### src/rtl/spike_rate_monitor_if.sv
// Bus between the neuron readout stage and the spike-rate monitor.
interface spike_rate_monitor_if #(
    parameter int unsigned WIN_W = 16,
    parameter int unsigned CNT_W = 8,
    parameter int unsigned ISI_W = 12
) ();
    logic             ena;
    logic             spike;
    logic [7:0]       state;
    logic [WIN_W-1:0] win_len;
    logic             clear;
    logic [CNT_W-1:0] rate;
    logic [ISI_W-1:0] isi_min;
    logic [7:0]       peak;
    logic             result_valid;
    logic             overflow;

    modport master (
        output ena, spike, state, win_len, clear,
        input  rate, isi_min, peak, result_valid, overflow
    );

    modport slave (
        input  ena, spike, state, win_len, clear,
        output rate, isi_min, peak, result_valid, overflow
    );
endinterface

### src/rtl/spike_rate_monitor.sv
// Windowed neuron activity monitor: spike count, minimum ISI and peak membrane state.
module spike_rate_monitor #(
    parameter int unsigned WIN_W = 16,
    parameter int unsigned CNT_W = 8,
    parameter int unsigned ISI_W = 12
) (
    input  logic                 clk,
    input  logic                 rst_n,
    spike_rate_monitor_if.slave  bus
);

    localparam logic [CNT_W-1:0] CNT_MAX = '1;
    localparam logic [ISI_W-1:0] ISI_MAX = '1;

    typedef enum logic {
        IDLE = 1'b0,
        RUN  = 1'b1
    } fsm_t;

    fsm_t             fsm_q, fsm_nxt;
    logic             spike_d_q, spike_d_nxt;
    logic [WIN_W-1:0] win_len_q, win_len_nxt;
    logic [WIN_W-1:0] win_cnt_q, win_cnt_nxt;
    logic [CNT_W-1:0] count_q, count_nxt;
    logic [7:0]       peak_run_q, peak_run_nxt;
    logic [ISI_W-1:0] isi_cnt_q, isi_cnt_nxt;
    logic [ISI_W-1:0] isi_run_q, isi_run_nxt;
    logic             armed_q, armed_nxt;

    logic [CNT_W-1:0] rate_q, rate_nxt;
    logic [ISI_W-1:0] isi_min_q, isi_min_nxt;
    logic [7:0]       peak_q, peak_nxt;
    logic             result_valid_q, result_valid_nxt;
    logic             overflow_q, overflow_nxt;

    logic             spike_evt_c;
    logic             win_clr;
    logic [CNT_W-1:0] count_upd;
    logic [7:0]       peak_upd;
    logic [ISI_W-1:0] isi_cnt_upd;
    logic [ISI_W-1:0] isi_run_upd;
    logic             armed_upd;
    logic [ISI_W-1:0] isi_delta;

    assign spike_evt_c = bus.spike & ~spike_d_q;

    // Next-state, window datapath and result publication
    always_comb begin
        fsm_nxt          = fsm_q;
        spike_d_nxt      = spike_d_q;
        win_len_nxt      = win_len_q;
        win_cnt_nxt      = win_cnt_q;
        count_nxt        = count_q;
        peak_run_nxt     = peak_run_q;
        isi_cnt_nxt      = isi_cnt_q;
        isi_run_nxt      = isi_run_q;
        armed_nxt        = armed_q;
        rate_nxt         = rate_q;
        isi_min_nxt      = isi_min_q;
        peak_nxt         = peak_q;
        overflow_nxt     = overflow_q;
        result_valid_nxt = 1'b0;
        win_clr          = 1'b0;
        count_upd        = count_q;
        peak_upd         = peak_run_q;
        isi_cnt_upd      = isi_cnt_q;
        isi_run_upd      = isi_run_q;
        armed_upd        = armed_q;
        isi_delta        = '0;

        if (bus.ena) begin
            spike_d_nxt = bus.spike;
            if (bus.clear) begin
                fsm_nxt      = IDLE;
                overflow_nxt = 1'b0;
                win_clr      = 1'b1;
            end else begin
                case (fsm_q)
                    IDLE: begin
                        if (bus.win_len != '0) begin
                            win_len_nxt = bus.win_len;
                            fsm_nxt     = RUN;
                            win_clr     = 1'b1;
                        end
                    end
                    RUN: begin
                        if (spike_evt_c) begin
                            if (count_q == CNT_MAX) begin
                                overflow_nxt = 1'b1;
                            end else begin
                                count_upd = count_q + CNT_W'(1);
                            end
                            // delta = cycles between this event and the previous one
                            if (armed_q) begin
                                isi_delta = (isi_cnt_q == ISI_MAX) ? ISI_MAX
                                                                   : isi_cnt_q + ISI_W'(1);
                                if (isi_delta < isi_run_q) begin
                                    isi_run_upd = isi_delta;
                                end
                            end
                            armed_upd   = 1'b1;
                            isi_cnt_upd = '0;
                        end else if (armed_q && (isi_cnt_q != ISI_MAX)) begin
                            isi_cnt_upd = isi_cnt_q + ISI_W'(1);
                            if (isi_cnt_upd == ISI_MAX) begin
                                overflow_nxt = 1'b1;
                            end
                        end

                        peak_upd = (bus.state > peak_run_q) ? bus.state : peak_run_q;

                        if (win_cnt_q == (win_len_q - WIN_W'(1))) begin
                            rate_nxt         = count_upd;
                            isi_min_nxt      = isi_run_upd;
                            peak_nxt         = peak_upd;
                            result_valid_nxt = 1'b1;
                            win_len_nxt      = bus.win_len;
                            win_clr          = 1'b1;
                            if (bus.win_len == '0) begin
                                fsm_nxt = IDLE;
                            end
                        end else begin
                            win_cnt_nxt  = win_cnt_q + WIN_W'(1);
                            count_nxt    = count_upd;
                            peak_run_nxt = peak_upd;
                            isi_cnt_nxt  = isi_cnt_upd;
                            isi_run_nxt  = isi_run_upd;
                            armed_nxt    = armed_upd;
                        end
                    end
                    default: fsm_nxt = IDLE;
                endcase
            end

            // Fresh window: counters, peak and ISI tracking restart
            if (win_clr) begin
                win_cnt_nxt  = '0;
                count_nxt    = '0;
                peak_run_nxt = '0;
                isi_cnt_nxt  = '0;
                isi_run_nxt  = ISI_MAX;
                armed_nxt    = 1'b0;
            end
        end
    end

    // State and result registers
    always_ff @(posedge clk or negedge rst_n) begin
        if (!rst_n) begin
            fsm_q          <= IDLE;
            spike_d_q      <= 1'b0;
            win_len_q      <= '0;
            win_cnt_q      <= '0;
            count_q        <= '0;
            peak_run_q     <= '0;
            isi_cnt_q      <= '0;
            isi_run_q      <= ISI_MAX;
            armed_q        <= 1'b0;
            rate_q         <= '0;
            isi_min_q      <= ISI_MAX;
            peak_q         <= '0;
            result_valid_q <= 1'b0;
            overflow_q     <= 1'b0;
        end else begin
            fsm_q          <= fsm_nxt;
            spike_d_q      <= spike_d_nxt;
            win_len_q      <= win_len_nxt;
            win_cnt_q      <= win_cnt_nxt;
            count_q        <= count_nxt;
            peak_run_q     <= peak_run_nxt;
            isi_cnt_q      <= isi_cnt_nxt;
            isi_run_q      <= isi_run_nxt;
            armed_q        <= armed_nxt;
            rate_q         <= rate_nxt;
            isi_min_q      <= isi_min_nxt;
            peak_q         <= peak_nxt;
            result_valid_q <= result_valid_nxt;
            overflow_q     <= overflow_nxt;
        end
    end

    assign bus.rate         = rate_q;
    assign bus.isi_min      = isi_min_q;
    assign bus.peak         = peak_q;
    assign bus.result_valid = result_valid_q;
    assign bus.overflow     = overflow_q;

endmodule

### src/flat_wrapper.sv
// flat-port wrapper written by rule: the top's interface ports become plain ports
module spike_rate_monitor_flat 
#(
    parameter int unsigned WIN_W = 16,
    parameter int unsigned CNT_W = 8,
    parameter int unsigned ISI_W = 12
)
  (clk, rst_n, bus_ena, bus_spike, bus_state, bus_win_len, bus_clear, bus_rate, bus_isi_min, bus_peak, bus_result_valid, bus_overflow);
  spike_rate_monitor_if #(.WIN_W(WIN_W), .CNT_W(CNT_W), .ISI_W(ISI_W)) bus_i ();
  input  logic clk;
  input  logic rst_n;
  input wire logic [$bits(bus_i.ena)-1:0] bus_ena;
  input wire logic [$bits(bus_i.spike)-1:0] bus_spike;
  input wire logic [$bits(bus_i.state)-1:0] bus_state;
  input wire logic [$bits(bus_i.win_len)-1:0] bus_win_len;
  input wire logic [$bits(bus_i.clear)-1:0] bus_clear;
  output wire logic [$bits(bus_i.rate)-1:0] bus_rate;
  output wire logic [$bits(bus_i.isi_min)-1:0] bus_isi_min;
  output wire logic [$bits(bus_i.peak)-1:0] bus_peak;
  output wire logic [$bits(bus_i.result_valid)-1:0] bus_result_valid;
  output wire logic [$bits(bus_i.overflow)-1:0] bus_overflow;
  assign bus_i.ena = bus_ena;
  assign bus_i.spike = bus_spike;
  assign bus_i.state = bus_state;
  assign bus_i.win_len = bus_win_len;
  assign bus_i.clear = bus_clear;
  assign bus_rate = bus_i.rate;
  assign bus_isi_min = bus_i.isi_min;
  assign bus_peak = bus_i.peak;
  assign bus_result_valid = bus_i.result_valid;
  assign bus_overflow = bus_i.overflow;
  spike_rate_monitor #(.WIN_W(WIN_W), .CNT_W(CNT_W), .ISI_W(ISI_W)) u_core (.clk(clk), .rst_n(rst_n), .bus(bus_i));
endmodule
### config.mk
export PLATFORM = sky130hd
export DESIGN_NAME = spike_rate_monitor_flat
export DESIGN_NICKNAME = d
export VERILOG_FILES = /design/src/rtl/spike_rate_monitor_if.sv /design/src/rtl/spike_rate_monitor.sv /design/src/flat_wrapper.sv
export SDC_FILE = /design/constraint.sdc
export NUM_CORES = 1
export LEC_CHECK = 0
export CAP_MARGIN = 20
export CORE_MARGIN = 2
export CORE_UTILIZATION = 50
export DETAILED_ROUTE_END_ITERATION = 8
export GPL_ROUTABILITY_DRIVEN = 0
export PLACE_DENSITY_LB_ADDON = 0.25
export SLEW_MARGIN = 30
export SYNTH_ARGS = -nofsm -noshare
export SYNTH_HDL_FRONTEND = slang
export SYNTH_SLANG_ARGS = --single-unit
### constraint.sdc
create_clock -name clk -period 7.6 [get_ports clk]
set_input_delay 1.52 -clock clk [delete_from_list [all_inputs] [get_ports clk]]
set_output_delay 1.52 -clock clk [all_outputs]
set_load 0.02 [all_outputs]
# Word level (Yosys, flattened, before mapping)
# Cells that the tools add are included.
# totals
out_inout_bits	30
elab_cells	104
ff_bits	105
inputBits	29
# classes
order_cmp	2
n_mux	55
n_eq_ne	10
reduce_logical	15
addsub	4
bitwise	4
# op_table
op	count
$mux 12	14
$mux 16	6
$mux 8	11
$pmux 16 s2	1
$eq 12x12->1 const B	2
$mux 1	21
$add 16x1->16 const B	1
$eq 16x16->1	1
$logic_not 16->1	1
$reduce_bool 16->1	1
$sub 16x1->16 const B	1
$reduce_and 5->1	3
$add 12x1->12 const B	1
$lt 12x12->1	1
$ne 12x12->1 const B	1
$reduce_and 4->1	3
$reduce_bool 3->1	3
$add 8x1->8 const B	1
$eq 8x8->1 const B	1
$gt 8x8->1	1
$reduce_bool 2->1	3
$ne 2x1->1 const B	2
$ne 2x2->1 const B	2
$pmux 1 s2	2
4 further kinds	6

# Depth between registers and ports, before layout
# logic_depth
depth_word	10
depth_mapped	16

# Worst setup path after synthesis
# OpenSTA, ideal clock, no wires.
# synth_timing
kind	register -> register
start	register u_core.isi_cnt_q[0]
end	register u_core.isi_min_q[10] (netlist: u_core.bus.isi_min[10])
slack_ns	3.884
stages_incl_launch_ff	16
period_less_slack_ns	3.716
arrival_ns	3.634
setup_time_ns	0.082
t_required_ns	7.518
cell_sequence	dfrtp_1 -> ha_1 -> nand2_1 -> nor3_1 -> nand4_1 -> clkbuf_1 -> nand2_1 -> ha_1 -> o21a_1 -> o21a_1 -> o21ai_0 -> a31oi_1 -> nor3_1 -> clkbuf_1 -> mux2_2 -> mux2_2
# synth_via
elab_chain_len	6
elab_cells_between_ends	7
classes_between	1 x add/sub; 1 x order compare; 1 x eq/ne; 4 x mux
# synth_rtl
element	line	text
from (decl)	spike_rate_monitor.sv:26	logic [ISI_W-1:0] isi_cnt_q, isi_cnt_nxt;
from (signal assigned)	spike_rate_monitor.sv:171	isi_cnt_q <= isi_cnt_nxt;
$add 12x1->12 or $eq 12x12->1 (tied branches)	spike_rate_monitor.sv:96, spike_rate_monitor.sv:95	
$mux 12 (*)	spike_rate_monitor.sv:95	isi_delta = (isi_cnt_q == ISI_MAX) ? ISI_MAX
$lt 12x12->1	spike_rate_monitor.sv:97	if (isi_delta < isi_run_q) begin
$mux 12 (*)	spike_rate_monitor.sv:97	
$mux 12 (*)	spike_rate_monitor.sv:94	if (armed_q) begin
$mux 12 (*)	spike_rate_monitor.sv:87	if (spike_evt_c) begin
to (signal assigned)	spike_rate_monitor.sv:175	isi_min_q <= isi_min_nxt;
to (decl)	spike_rate_monitor.sv:31	logic [ISI_W-1:0] isi_min_q, isi_min_nxt;
# Every way passes the cells marked *; elsewhere a longest branch is shown, timed or not.
# A chain may end at the register's enable or synchronous reset.

# Worst setup path in the final report
# layout_timing
start	register u_core.isi_cnt_q[0]
end	register u_core.isi_run_q[8]
# layout_via
elab_chain_len	10
elab_cells_between_ends	11
classes_between	1 x add/sub; 1 x order compare; 1 x eq/ne; 8 x mux
# layout_rtl
element	line	text
$add 12x1->12 or $eq 12x12->1 (tied branches)	spike_rate_monitor.sv:96, spike_rate_monitor.sv:95	
$mux 12 (*)	spike_rate_monitor.sv:95	
$lt 12x12->1	spike_rate_monitor.sv:97	
$mux 12 (*)	spike_rate_monitor.sv:97	
$mux 12 (*)	spike_rate_monitor.sv:94	
$mux 12 (*)	spike_rate_monitor.sv:87	
$mux 12 (*)	spike_rate_monitor.sv:112	if (win_cnt_q == (win_len_q - WIN_W'(1))) begin
$mux 12 (*)	spike_rate_monitor.sv:78	case (fsm_q)
$mux 12 (*)	spike_rate_monitor.sv:73	if (bus.clear) begin
$mux 12 (*)	spike_rate_monitor.sv:136	if (win_clr) begin
to (signal assigned)	spike_rate_monitor.sv:172	isi_run_q <= isi_run_nxt;
to (decl)	spike_rate_monitor.sv:27	logic [ISI_W-1:0] isi_run_q, isi_run_nxt;
# Every way passes the cells marked *; elsewhere a longest branch is shown, timed or not. The select of a mux whose other input is x is not followed.

==> summary.txt <==
Setup path
  – Slowest-stage cell, CP: nor3_1
  – Crit path DAT: 4.78 ns
  – Critical Path Start Type: flop
  – Critical path class: reg -> reg
  – Critical R2R Launch: u_core.isi_cnt_q[0]$_DFFE_PN0P_
  – CP cell instances: ha_1 > nand2_1 > nor3_1 > nand4_1 > nand2_1 > ha_1 > o21a_1 > o21a_1 > o21ai_0 > a31oi_1 > nor3_1 > buf_4 > nand3_1 > o22a_1
  – R2R Setup Slk: 3.09 ns
  – Largest stage delay on the critical path: 0.63 ns
  – Reg2Reg Depth: 14
  – Max Fanout on Critical Path: 13
  – Required @ worst endpoint: 7.88 ns
  – Critical path capture point type: flop
  – Critical path origin: u_core.isi_cnt_q[0]$_DFFE_PN0P_

STA
  – Max_slew headroom: 0.424
  – Final Hold Viols: 0
  – Final setup viols: 0
  – Worst hold slack: 0.508 ns
  – Part of the cycle the worst path needs: 0.593
  – Slew Viols, Final: 0
  – Final setup TNS: 0 ns
  – Least-Margin Pin Slew: 0.856 ns
  – Final Skew: 0.0102 ns
  – Tmin final: 4.51 ns
  – Fmax: 222 MHz
  – RSZ-0062 raised after global routing: no

Final layout
  – Layout area overhead: 15.8%
  – Finished Core Util: 0.596
  – Total Nets Final: 715
  – Design Area, Final: 0.00722 mm²
  – Ant. Diodes: 0
  – Fin cells: 835
  – Layout cell share with drive strength beyond 1: 0.181

Detailed routing
  – Antenna viol nets, final: 0
  – Vias: 4906
  – Drt first pass iters: 7
  – Via density: 5.88
  – Drt total wl: 14.0 mm
  – Remaining DRCs: 0
  – Starting DRC count in detailed routing: 325
  – Wire per inst: 16.8 µm

Yosys
  – Avg Synthesized Cell Area: 10.1 µm²
  – Synth Instances: 614
  – Register area share after synthesis: 0.427
  – Yosys cell types: 67
  – Yosys warns: 0
  – Primary FF master, synth: dfrtp_1
  – Async S/R FF share, synth: 1.00
  – Mapped cell area: 0.00623 mm²
  – Post-synth EDFFs: 0
  – Synth Net Count: 667
  – Synthesized flop and latch total: 105

Hold path
  – Worst Hold Launch: u_core.bus.peak[5]$_DFFE_PN0P_
  – Worst Hold Depth: 1
  – Worst hold-check path type: reg -> reg

CTS
  – Root Buffer: clkbuf_16
  – Postcts setup bufs: 0
  – Post-cts gate resize count: 0
  – CTS tree: built
  – Hold-fix buffers, CTS: 0
  – H-Tree Level Count: 3
  – Clk slew on worst S/H paths: 0.07 ns
  – Clock buffer depth: 2
  – Num Clock Sinks: 105
  – Clk_lat worst skew: 0.35 ns
  – TritonCTS Buffers: 9

Placement
  – Post-DP HPWL: 9.99 mm
  – Placed cells: 819
  – Port bufs: 58
  – Placed inst area: 0.00692 mm²

Floorplanning
  – Standard-cell row count: 40
  – Die height: 116 µm
  – Die X: 116 µm
  – Die ar.: 0.0134 mm²
  – IO Pins: 59
  – Core area: 0.0121 mm²
  – Starting density of the core: 0.514

GRT
  – Pin count of the biggest net entering global routing: 59
  – GRT overflow: 0
  – GRT Util Overall: 0.223
  – Initial antenna violation count: 0
  – Vias in the first global route: 4906
  – First-pass GRT wire length: 23.8 mm

Power and ir drop
  – Power Dens Cells: 187 mW/mm²
  – Leak: 3.15 nW
  – Peak VDD IR: 0.122 mV

Status
  – Outcome: complete, no violations

Run
  – Max Cap Viol: 0
-- final timing paths --
check | endpoint
max | u_core.isi_run_q[8]$_DFFE_PN1P_
min | u_core.bus.peak[5]$_DFFE_PN0P_
max reg2reg | u_core.isi_run_q[8]$_DFFE_PN1P_
min reg2reg | u_core.bus.peak[5]$_DFFE_PN0P_
max in group asynchronous | u_core.count_q[5]$_DFFE_PN0P_
min in group asynchronous | u_core.isi_cnt_q[11]$_DFFE_PN0P_
-- state kept, by name, summed over array words and instances (netlist names), 8 cells and up --
signal / flops
u_core.bus.isi_min: 12
u_core.bus.peak: 8
u_core.bus.rate: 8
u_core.count_q: 8
u_core.isi_cnt_q: 12
u_core.isi_run_q: 12
u_core.peak_run_q: 8
u_core.win_cnt_q: 16
u_core.win_len_q: 16
-- per-layer routing --
metal  track usage  routed length (µm)  up-vias
met3        0.0586                 581       14
met2         0.369                6950      101
li1              -                   -     2332
met5             0                   0        -
met1         0.292                6310     2459
met4        0.0595                 163        0
-- cells by family (layout without fill, tap and decap cells) --
group	count (synthesis)	in the layout	synth area share
AOI/OAI and AO/OA	114	114	0.132
xor gates and xnor gates	35	35	0.0514
adders and majority gates	24	24	0.0482
buffers and inverters	66	119	0.0456
DFF	105	105	0.427
muxes	67	67	0.127
and+or+nand+nor	203	203	0.170
-- cell type report --
| cell class | count | area, µm² |
|---|---|---|
| Fill cell | 1038 | 4890 |
| Multi-Input combinational cell | 443 | 3290 |
| Sequential cell | 105 | 2660 |
| Timing Repair Buffer | 61 | 601 |
| Clock buffer | 11 | 264 |
| Tap cell | 168 | 210 |
| Inverter | 42 | 158 |
| Clock inverter | 5 | 33.8 |
-- power breakdown --
group | internal [mW] | switching [mW]
clock network | 0.252 | 0.214
registers | 0.594 | 0.0533
logic | 0.118 | 0.120
-- metrics by stage --
step | worst slack (ns) | power [mW]
global placement | 3.31 | 0.886
floorplan | 3.88 | 0.822
global route | 2.67 | 1.42
detailed placement | 3.15 | 0.894
CTS | 3.13 | 1.36
finish | 3.09 | 1.35
-- cells in the mapped netlist, drive strengths merged (3+ instances only) --
library cell,instances,share of area
or3,4,0.0040
o211ai,3,0.0036
and3,8,0.0080
ha,24,0.048
a41oi,3,0.0042
a21o,4,0.0048
o2111ai,4,0.0056
buf,8,0.011
inv,42,0.025
nand3b,4,0.0048
nand2b,8,0.0080
or4,3,0.0036
nor2,34,0.021
o22ai,15,0.016
mux2i,3,0.0048
dfstp,24,0.10
o22a,12,0.017
o21a,6,0.0072
nor2b,4,0.0040
a31oi,14,0.015
nand2,55,0.033
nand3,19,0.015
o21ai,16,0.013
dfrtp,81,0.33
xnor2,23,0.032
nand4,20,0.021
a22o,8,0.011
a21oi,13,0.010
clkbuf,16,0.0096
nor4,13,0.015
and2,4,0.0040
o31ai,3,0.0044
mux2,64,0.12
nor3,16,0.014
xor2,11,0.015
-- worst max-delay path: cells and delay by family, from the launching register on --
| family | cells | cell delay, ns |
|---|---|---|
| adder cells (fa/ha/maj) | 2 | 0.53 |
| buffers and inverters | 1 | 0.30 |
| AND/OR/NAND/NOR | 6 | 2.23 |
| flip-flops | 1 | 0.43 |
| AO/OA/AOI/OAI | 5 | 0.94 |
-- layout by cell type (no fill, tap or decap), types with 12 or more instances in the layout --
cell type	count
dfrtp_1	81
clkdlybuf4s50_1	57
nand2_1	55
mux2_2	54
inv_1	42
nor2_1	33
ha_1	24
dfstp_2	24
xnor2_1	23
nand3_1	19
nand4_1	19
o21ai_0	15
nor3_1	15
o22ai_1	14
a31oi_1	13
a21oi_1	12
o22a_1	12
Note: power is estimated with default switching activity, not from simulation.
